--- src/rtl/calc_pkg.sv ---
// rtl/calc_pkg.sv - shared calculator front-end definitions
//
// Contents:
//   KEY_* constants : 4-bit codes for the non-digit keys
//   kp_state_t      : keypad encoder FSM states
//   key_code()      : row/column position to 4-bit key code
//   col_decode()    : one-cold column pattern to {valid, index}

package calc_pkg;

    localparam logic [3:0] KEY_DIVMOD = 4'ha;
    localparam logic [3:0] KEY_TIMES  = 4'hb;
    localparam logic [3:0] KEY_PM     = 4'hc;
    localparam logic [3:0] KEY_AC     = 4'hd;
    localparam logic [3:0] KEY_ANS    = 4'he;
    localparam logic [3:0] KEY_EQU    = 4'hf;

    typedef enum logic [2:0] {
        SCAN       = 3'd0,
        PRESS_DB   = 3'd1,
        STROBE     = 3'd2,
        HOLD       = 3'd3,
        RELEASE_DB = 3'd4
    } kp_state_t;

    // Keypad legend, row-major, columns 0..3:
    //   1 2 3 a / 4 5 6 b / 7 8 9 c / e 0 f d
    function automatic logic [3:0] key_code(input logic [1:0] row, input logic [1:0] col);
        logic [3:0] code;
        case ({row, col})
            4'h0:    code = 4'h1;
            4'h1:    code = 4'h2;
            4'h2:    code = 4'h3;
            4'h3:    code = KEY_DIVMOD;
            4'h4:    code = 4'h4;
            4'h5:    code = 4'h5;
            4'h6:    code = 4'h6;
            4'h7:    code = KEY_TIMES;
            4'h8:    code = 4'h7;
            4'h9:    code = 4'h8;
            4'ha:    code = 4'h9;
            4'hb:    code = KEY_PM;
            4'hc:    code = KEY_ANS;
            4'hd:    code = 4'h0;
            4'he:    code = KEY_EQU;
            default: code = KEY_AC;
        endcase
        return code;
    endfunction

    // Bit 2 set only when exactly one column is pulled low; bits 1:0 give
    // that column. No-key and ghosted patterns both decode as invalid.
    function automatic logic [2:0] col_decode(input logic [3:0] cols);
        logic [2:0] res;
        case (cols)
            4'b1110: res = 3'b100;
            4'b1101: res = 3'b101;
            4'b1011: res = 3'b110;
            4'b0111: res = 3'b111;
            default: res = 3'b000;
        endcase
        return res;
    endfunction

endpackage

--- src/rtl/keypad_sync.sv ---
// rtl/keypad_sync.sv - two-flop synchronizer for the keypad column inputs
//
// Ports:
//   sw_clk   in  1  switch clock
//   rst      in  1  asynchronous active-low reset (outputs idle-high 4'hF)
//   col_raw  in  4  asynchronous column lines from the keypad
//   col_sync out 4  column lines retimed to sw_clk

module keypad_sync (
    input  logic       sw_clk,
    input  logic       rst,
    input  logic [3:0] col_raw,
    output logic [3:0] col_sync
);

    logic [3:0] col_meta;

    // Reset to all-high so the encoder sees "no key" until real samples arrive.
    always_ff @(posedge sw_clk or negedge rst) begin
        if (!rst) begin
            col_meta <= 4'hF;
            col_sync <= 4'hF;
        end else begin
            col_meta <= col_raw;
            col_sync <= col_meta;
        end
    end

endmodule

--- src/rtl/keypad_encoder.sv ---
// rtl/keypad_encoder.sv - 4x4 keypad scanner, debouncer and eBCD encoder
//
// Optional feature: define KEYPAD_AUTOREPEAT_EN to re-strobe a held key
// after REPEAT_DLY cycles and every REPEAT_DLY/4 cycles after that
// (never for the AC key).
//
// Ports:
//   sw_clk  in  1  switch clock
//   rst     in  1  asynchronous active-low reset
//   col_in  in  4  keypad columns, pulled up; pressed key reads 0
//   row_out out 4  one-cold row drive, active row low
//   eBCD    out 5  {strobe, code[3:0]}; front-end latches code on strobe rise

module keypad_encoder
    import calc_pkg::*;
#(
    parameter logic [15:0] SCAN_DIV     = 16'd1000,
    parameter logic [15:0] DEBOUNCE_CNT = 16'd20000,
    parameter logic [3:0]  STROBE_LEN   = 4'd4,
    parameter logic [23:0] REPEAT_DLY   = 24'd500000
) (
    input  logic       sw_clk,
    input  logic       rst,
    input  logic [3:0] col_in,
    output logic [3:0] row_out,
    output logic [4:0] eBCD
);

`ifdef KEYPAD_AUTOREPEAT_EN
    localparam bit AUTOREPEAT = 1'b1;
`else
    localparam bit AUTOREPEAT = 1'b0;
`endif

    logic [3:0]  col_s;

    kp_state_t   state,   state_n;
    logic [1:0]  row,     row_n;
    logic [1:0]  col_idx, col_idx_n;
    logic [3:0]  pat,     pat_n;
    logic [15:0] scan_cnt, scan_cnt_n;
    logic [15:0] deb_cnt,  deb_cnt_n;
    logic [3:0]  ph,      ph_n;
    logic [23:0] rep_cnt, rep_cnt_n;
    logic        repeating, repeating_n;
    logic [3:0]  code_q,  code_n;

    logic [2:0]  col_dec;
    logic [23:0] rep_thr;
    logic [23:0] rep_inc;
    logic        strobe;

    keypad_sync u_sync (
        .sw_clk   (sw_clk),
        .rst      (rst),
        .col_raw  (col_in),
        .col_sync (col_s)
    );

    assign col_dec = col_decode(col_s);

    // First repeat waits the full delay, later ones a quarter of it.
    assign rep_thr = repeating ? (REPEAT_DLY >> 2) : REPEAT_DLY;
    assign rep_inc = (rep_cnt == 24'hFF_FFFF) ? rep_cnt : rep_cnt + 24'd1;

    always_ff @(posedge sw_clk or negedge rst) begin
        if (!rst) begin
            state     <= SCAN;
            row       <= 2'd0;
            col_idx   <= 2'd0;
            pat       <= 4'hF;
            scan_cnt  <= 16'd0;
            deb_cnt   <= 16'd0;
            ph        <= 4'd0;
            rep_cnt   <= 24'd0;
            repeating <= 1'b0;
            code_q    <= 4'h0;
        end else begin
            state     <= state_n;
            row       <= row_n;
            col_idx   <= col_idx_n;
            pat       <= pat_n;
            scan_cnt  <= scan_cnt_n;
            deb_cnt   <= deb_cnt_n;
            ph        <= ph_n;
            rep_cnt   <= rep_cnt_n;
            repeating <= repeating_n;
            code_q    <= code_n;
        end
    end

    always_comb begin
        state_n     = state;
        row_n       = row;
        col_idx_n   = col_idx;
        pat_n       = pat;
        scan_cnt_n  = scan_cnt;
        deb_cnt_n   = deb_cnt;
        ph_n        = ph;
        rep_cnt_n   = rep_cnt;
        repeating_n = repeating;
        code_n      = code_q;

        case (state)
            SCAN: begin
                if (scan_cnt >= SCAN_DIV - 16'd1) begin
                    scan_cnt_n = 16'd0;
                    if (col_dec[2]) begin
                        // Single key on this row: freeze the row and debounce it.
                        pat_n     = col_s;
                        col_idx_n = col_dec[1:0];
                        deb_cnt_n = 16'd0;
                        state_n   = PRESS_DB;
                    end else begin
                        row_n = row + 2'd1;
                    end
                end else begin
                    scan_cnt_n = scan_cnt + 16'd1;
                end
            end

            PRESS_DB: begin
                if (col_s == pat) begin
                    if (deb_cnt >= DEBOUNCE_CNT - 16'd1) begin
                        // Code is loaded on entry so it is valid one cycle
                        // ahead of the strobe rise.
                        deb_cnt_n   = DEBOUNCE_CNT;
                        code_n      = key_code(row, col_idx);
                        ph_n        = 4'd0;
                        rep_cnt_n   = 24'd0;
                        repeating_n = 1'b0;
                        state_n     = STROBE;
                    end else begin
                        deb_cnt_n = deb_cnt + 16'd1;
                    end
                end else begin
                    deb_cnt_n  = 16'd0;
                    scan_cnt_n = 16'd0;
                    row_n      = row + 2'd1;
                    state_n    = SCAN;
                end
            end

            STROBE: begin
                rep_cnt_n = rep_inc;
                if (ph >= STROBE_LEN) begin
                    state_n = HOLD;
                end else begin
                    ph_n = ph + 4'd1;
                end
            end

            HOLD: begin
                rep_cnt_n = rep_inc;
                if (col_s == 4'hF) begin
                    deb_cnt_n = 16'd0;
                    state_n   = RELEASE_DB;
                end else if (AUTOREPEAT && (code_q != KEY_AC) &&
                             (rep_cnt >= rep_thr - 24'd1)) begin
                    // rep_cnt restarts on every STROBE entry, so the
                    // rise-to-rise spacing equals rep_thr exactly.
                    ph_n        = 4'd0;
                    rep_cnt_n   = 24'd0;
                    repeating_n = 1'b1;
                    state_n     = STROBE;
                end
            end

            RELEASE_DB: begin
                rep_cnt_n = rep_inc;
                if (col_s == 4'hF) begin
                    if (deb_cnt >= DEBOUNCE_CNT - 16'd1) begin
                        deb_cnt_n  = 16'd0;
                        scan_cnt_n = 16'd0;
                        row_n      = row + 2'd1;
                        state_n    = SCAN;
                    end else begin
                        deb_cnt_n = deb_cnt + 16'd1;
                    end
                end else begin
                    deb_cnt_n = 16'd0;
                    state_n   = HOLD;
                end
            end

            default: begin
                state_n = SCAN;
            end
        endcase
    end

    // Strobe is decoded from registered state so reset clears it at once.
    assign strobe = (state == STROBE) && (ph != 4'd0);

    always_comb begin
        case (row)
            2'd0:    row_out = 4'b1110;
            2'd1:    row_out = 4'b1101;
            2'd2:    row_out = 4'b1011;
            default: row_out = 4'b0111;
        endcase
    end

    assign eBCD = {strobe, code_q};

endmodule

--- config.mk ---
export PLATFORM = sky130hd
export DESIGN_NAME = keypad_encoder
export DESIGN_NICKNAME = d
export VERILOG_FILES = /design/src/rtl/calc_pkg.sv /design/src/rtl/keypad_sync.sv /design/src/rtl/keypad_encoder.sv
export SDC_FILE = /design/constraint.sdc
export NUM_CORES = 1
export LEC_CHECK = 0
export CAP_MARGIN = 5
export CORE_MARGIN = 2
export CORE_UTILIZATION = 50
export CTS_CLUSTER_DIAMETER = 60
export DETAILED_ROUTE_END_ITERATION = 8
export PLACE_DENSITY = 0.83
export SKIP_LAST_GASP = 1
export SLEW_MARGIN = 20
export SYNTH_ARGS = -nofsm -noshare
export SYNTH_HDL_FRONTEND = slang
export SYNTH_SLANG_ARGS = --single-unit
--- constraint.sdc ---
create_clock -name sw_clk -period 1.95 [get_ports sw_clk]
set_input_delay 0.39 -clock sw_clk [delete_from_list [all_inputs] [get_ports sw_clk]]
set_output_delay 0.39 -clock sw_clk [all_outputs]
set_load 0.005 [all_outputs]
==> flow_results.org <==
** Run status
- Run status :: finished with violations
- The checks that failed: design-rule violations, negative setup slack.

** Detailed routing
- Number of search-and-repair iterations in the first detailed-routing pass :: 7
- In this run the remaining antenna-violating nets after routing total 0.
- In the final routed layout, each cell accounts on average for 19.4 um.
- Via count :: 3162
- For this block, the routed nets add up to 9950 um of wire.
- The first routing iteration left 399 violations.
- In the routed design, unresolved DRC markers number 1.
- Via density per instance :: 6.16

** Final layout
- After routing the design area is 4550 um^2.
- Final layout net count :: 450
- Leaving out fill and tap cells, the most frequent cells in the layout are 77 x sky130_fd_sc_hd__buf_4, 46 x sky130_fd_sc_hd__dfrtp_1, 24 x sky130_fd_sc_hd__nor2_1, 21 x sky130_fd_sc_hd__nand2_1, 20 x sky130_fd_sc_hd__o21ai_0.
- The number of antenna diodes in the final layout is 0.
- Compared with the post-synthesis result, the final layout area differs by 35.9%.
- The library cell used most frequently in the layout, excluding fill and tap cells, is sky130_fd_sc_hd__buf_4.
- Fraction of final layout cells with drive strength greater than 1 :: 41.1%

** Logic synthesis
- In the synthesized netlist the dominant register cell turns out to be sky130_fd_sc_hd__dfrtp_1.
- Sequential element share of the synthesized area :: 44.5%
- In this run the mean area of a mapped cell was 9.99 um^2.
- In this run, distinct cell masters in the synthesized netlist total 64.
- The cell count after synthesis came out at 335.
- Post-synthesis instance area :: 3350 um^2
- Counting every net in the synthesized netlist gives 354.
- Synthesis Warnings :: 0
- Of all flip-flops after synthesis, the portion carrying an async set or reset was 100%.
- Register bit count reported by yosys :: 59
- Of all cell types, the one taking the most synthesized area is sky130_fd_sc_hd__dfrtp_1.
- Yosys attributes the largest share of cell area to sky130_fd_sc_hd__dfrtp_1 35%, sky130_fd_sc_hd__dfstp_2 9.4%, sky130_fd_sc_hd__ha_1 4.9%.
- After synthesis, the largest area contributor takes up 35.1% of total cell area.
- In this run, synthesis inferred 0 flip-flops with an integrated enable.

** Critical path
- Cell type group with the largest total delay on the critical path :: flip-flops
- On the critical path, the stage with the largest delay is an instance of sky130_fd_sc_hd__dfstp_2.
- Startpoint type of the worst setup path :: flop
- Data on the critical path is required at its endpoint by 2.18 ns.
- The setup path with the least slack is of type reg2reg.
- The worst register-to-register path begins at u_sync.col_sync[2].
- In this run the worst path has a maximum fanout of 6.
- Critical path endpoint category :: flop
- Terminus of the critical flop-to-flop path :: scan_cnt[5]
- In this design, the stage delay of the slowest critical-path cell is 0.61 ns.
- In this run the register-to-register setup slack is -0.27 ns.
- The signal on the critical path passes through xor2_1 > nor3_2 > and3_4 > o32ai_4 > buf_6 > buf_4 > o21ai_0 > a22o_2.
- Buffer and inverter count on the worst path :: 2
- Count of cells along the worst register-to-register path :: 8
- For the worst setup path, the data arrival time is 2.45 ns.

** Clock tree
- CTS built an H-tree with a depth of 3.
- The tree built by TritonCTS fans out to 59 sinks.
- TritonCTS built the clock tree.
- Counting the buffers created by CTS gives 9.
- The longest clock path from root to sink contains 2 buffers.
- Clk pin slew, worst setup/hold paths :: 0.07 ns
- Clock root buffer :: sky130_fd_sc_hd__clkbuf_8
- Buffers inserted to repair hold after CTS numbered 0.
- Insertion delay of the later-clocked pin in the worst-skew pair :: 0.35 ns

** STA
- Final max-slew violation count :: 0
- Slew @ Worst Pin :: 0.349 ns
- The count of final hold-check violations came to 0.
- The worst pin sits at a relative slew slack of 76.7%.
- Setup repair after global routing could not meet its margin everywhere.
- Setup violations remaining at the end of the flow were counted as 51.
- Setup Skew :: 0.0123 ns
- Counting I/O delays and the setup requirement, the final critical path takes 2.22 ns.
- Timing would allow up to 0.451 GHz.
- After layout, the worst setup slack is -0.267 ns.
- In the finished design, the share of the clock period the worst path needs comes to 114%.

** Global route
- The total overflow left after global routing is 0.
- Entering global routing, the biggest net connects 60 pins.
- The first global-routing pass estimated 14100 um of wire.
- Number of antenna violations at the first check in global routing :: 0
- GR Util All Layers :: 24.6%
- The via count of the first global-routing pass was 3028.

** Power
- Cell internal power was estimated by the tool at 1.76 mW.
- Across the VDD grid, the largest voltage drop is 0.000598 V.
- Power spread over the standard cell area amounts to 506 nW/um^2.
- Share of power burned in the clock network :: 42.4%
- Overall power :: 2.30 mW
- Combinational cell fraction of total power :: 3.3%
- Sequential cells burn 54.3% of the power.
- Net switching power of the design :: 0.539 mW
- P_leak :: 2.09 nW
- Switching part of the total power :: 23.4%

** Floorplan
- The die covers 7370 um^2.
- Core Footprint :: 6420 um^2
- During I/O placement, the number of pins put on the boundary was 15.
- Total number of placement rows :: 29
- Die span in y :: 85.8 um
- Starting density of the core :: 52.1%
- In this run the horizontal extent of the chip is 85.8 um.

** Placed design
- Routability-driven placement finished with a final weighted congestion of 0.830.
- Number of input and output port buffers inserted :: 14
- Area after detailed placement :: 3890 um^2
- Placed wire-length estimate :: 5260 um

** Hold path
- In this run the worst hold path is classified as in2async.

** Job
- Number of maximum-capacitance violations :: 0
flip-flops by register name (all words and copies together), names as in the netlist:
signal and cells:
code_q 4, col_idx 2, deb_cnt 16, pat 4
ph 4, row 2, scan_cnt 16, state 3
u_sync.col_meta 4, u_sync.col_sync 4
metrics by stage:
stage          util (%)  cells  hold WS (ns)  setup TNS (ns)  setup WS [ns]
2_1_floorplan         -    335        0.0944          -0.281        -0.0400
3_3_place_gp       60.5    464         0.346           -2.01         -0.118
3_5_place_dp       60.5    464         0.349           -5.63         -0.240
4_1_cts            66.7    499        0.0464           -3.31         -0.154
5_1_grt            70.9    513        0.0612           -9.69         -0.353
6_report           70.9    513        0.0289           -6.22         -0.267
area by class of cell:
class | instances | area, um^2
clock buffers | 13 | 149
clock inverters | 3 | 15.0
fillers | 410 | 1870
inverters | 15 | 56.3
multi-input cells | 240 | 1850
flip-flops and latches | 59 | 1490
well taps | 77 | 96.3
repair buffers | 106 | 888
cells in the mapped netlist, drive strengths merged, types with 2 or more instances:
cell	number
and2b	3
a31oi	10
xor2	5
mux2	6
nand4	5
and3	9
o31ai	2
ha	13
nand2	22
nand3b	2
dfrtp	47
or2b	2
nor2	26
o21ai	26
clkbuf	8
nor3	7
nand2b	3
and2	5
or3	2
a41oi	3
a211oi	3
nor4	2
inv	15
dfstp	12
a21o	6
a21oi	12
xnor2	4
a32oi	2
buf	13
a22o	14
nor2b	6
and4	3
nand3	17
nor3b	2
or2	3
mux2i	3
per-layer routing:
| metal | part of all wire (%) | global-route usage (%) | up-vias |
|---|---|---|---|
| met5 | 0 | 0 | - |
| met4 | 6.2 | 12.8 | 0 |
| met3 | 5.5 | 7.03 | 67 |
| met2 | 51 | 42.2 | 169 |
| met1 | 37 | 28.0 | 1530 |
| li1 | - | - | 1396 |
repair_timing:
action | in CTS | in global routing
cloned | 2 | 1
setup buffers | 17 | 15
setup endpoints to repair | 52 | 53
pin swaps | 16 | 22
gates resized for setup | 33 | 43
power by group through the flow:
stage               clock network (mW)  logic (mW)  registers [mW]
floorplan                            0      0.0264            1.26
global placement                     0      0.0615            1.27
detailed placement                   0      0.0636            1.27
CTS                              0.974      0.0679            1.25
global route                      1.04      0.0850            1.25
finish                           0.976      0.0770            1.25
worst max-delay path by stage:
stage	from	endpoint	slack (ns)	cells past startpoint
after floorplan	u_sync.col_sync[0]	scan_cnt[3]	-0.04	7
after global placement	deb_cnt[0]	scan_cnt[5]	-0.12	8
after detailed placement	deb_cnt[0]	scan_cnt[5]	-0.24	8
after CTS	scan_cnt[11]	row[1]	-0.15	6
after global routing	u_sync.col_sync[2]	scan_cnt[5]	-0.35	8
final	u_sync.col_sync[2]	scan_cnt[5]	-0.27	8
cells by family (layout without fill, tap and decap cells):
family,Yosys count,after routing,synth area share (%)
buffers and inverters,36,137,6.46
adders and majority gates,13,13,4.86
muxes,9,9,2.91
AOI/OAI and AO/OA,88,88,19.1
DFF,59,59,44.5
and+or+nand+nor,121,121,19.7
xor gates and xnor gates,9,9,2.35
Note: power is estimated with default switching activity, not from simulation.
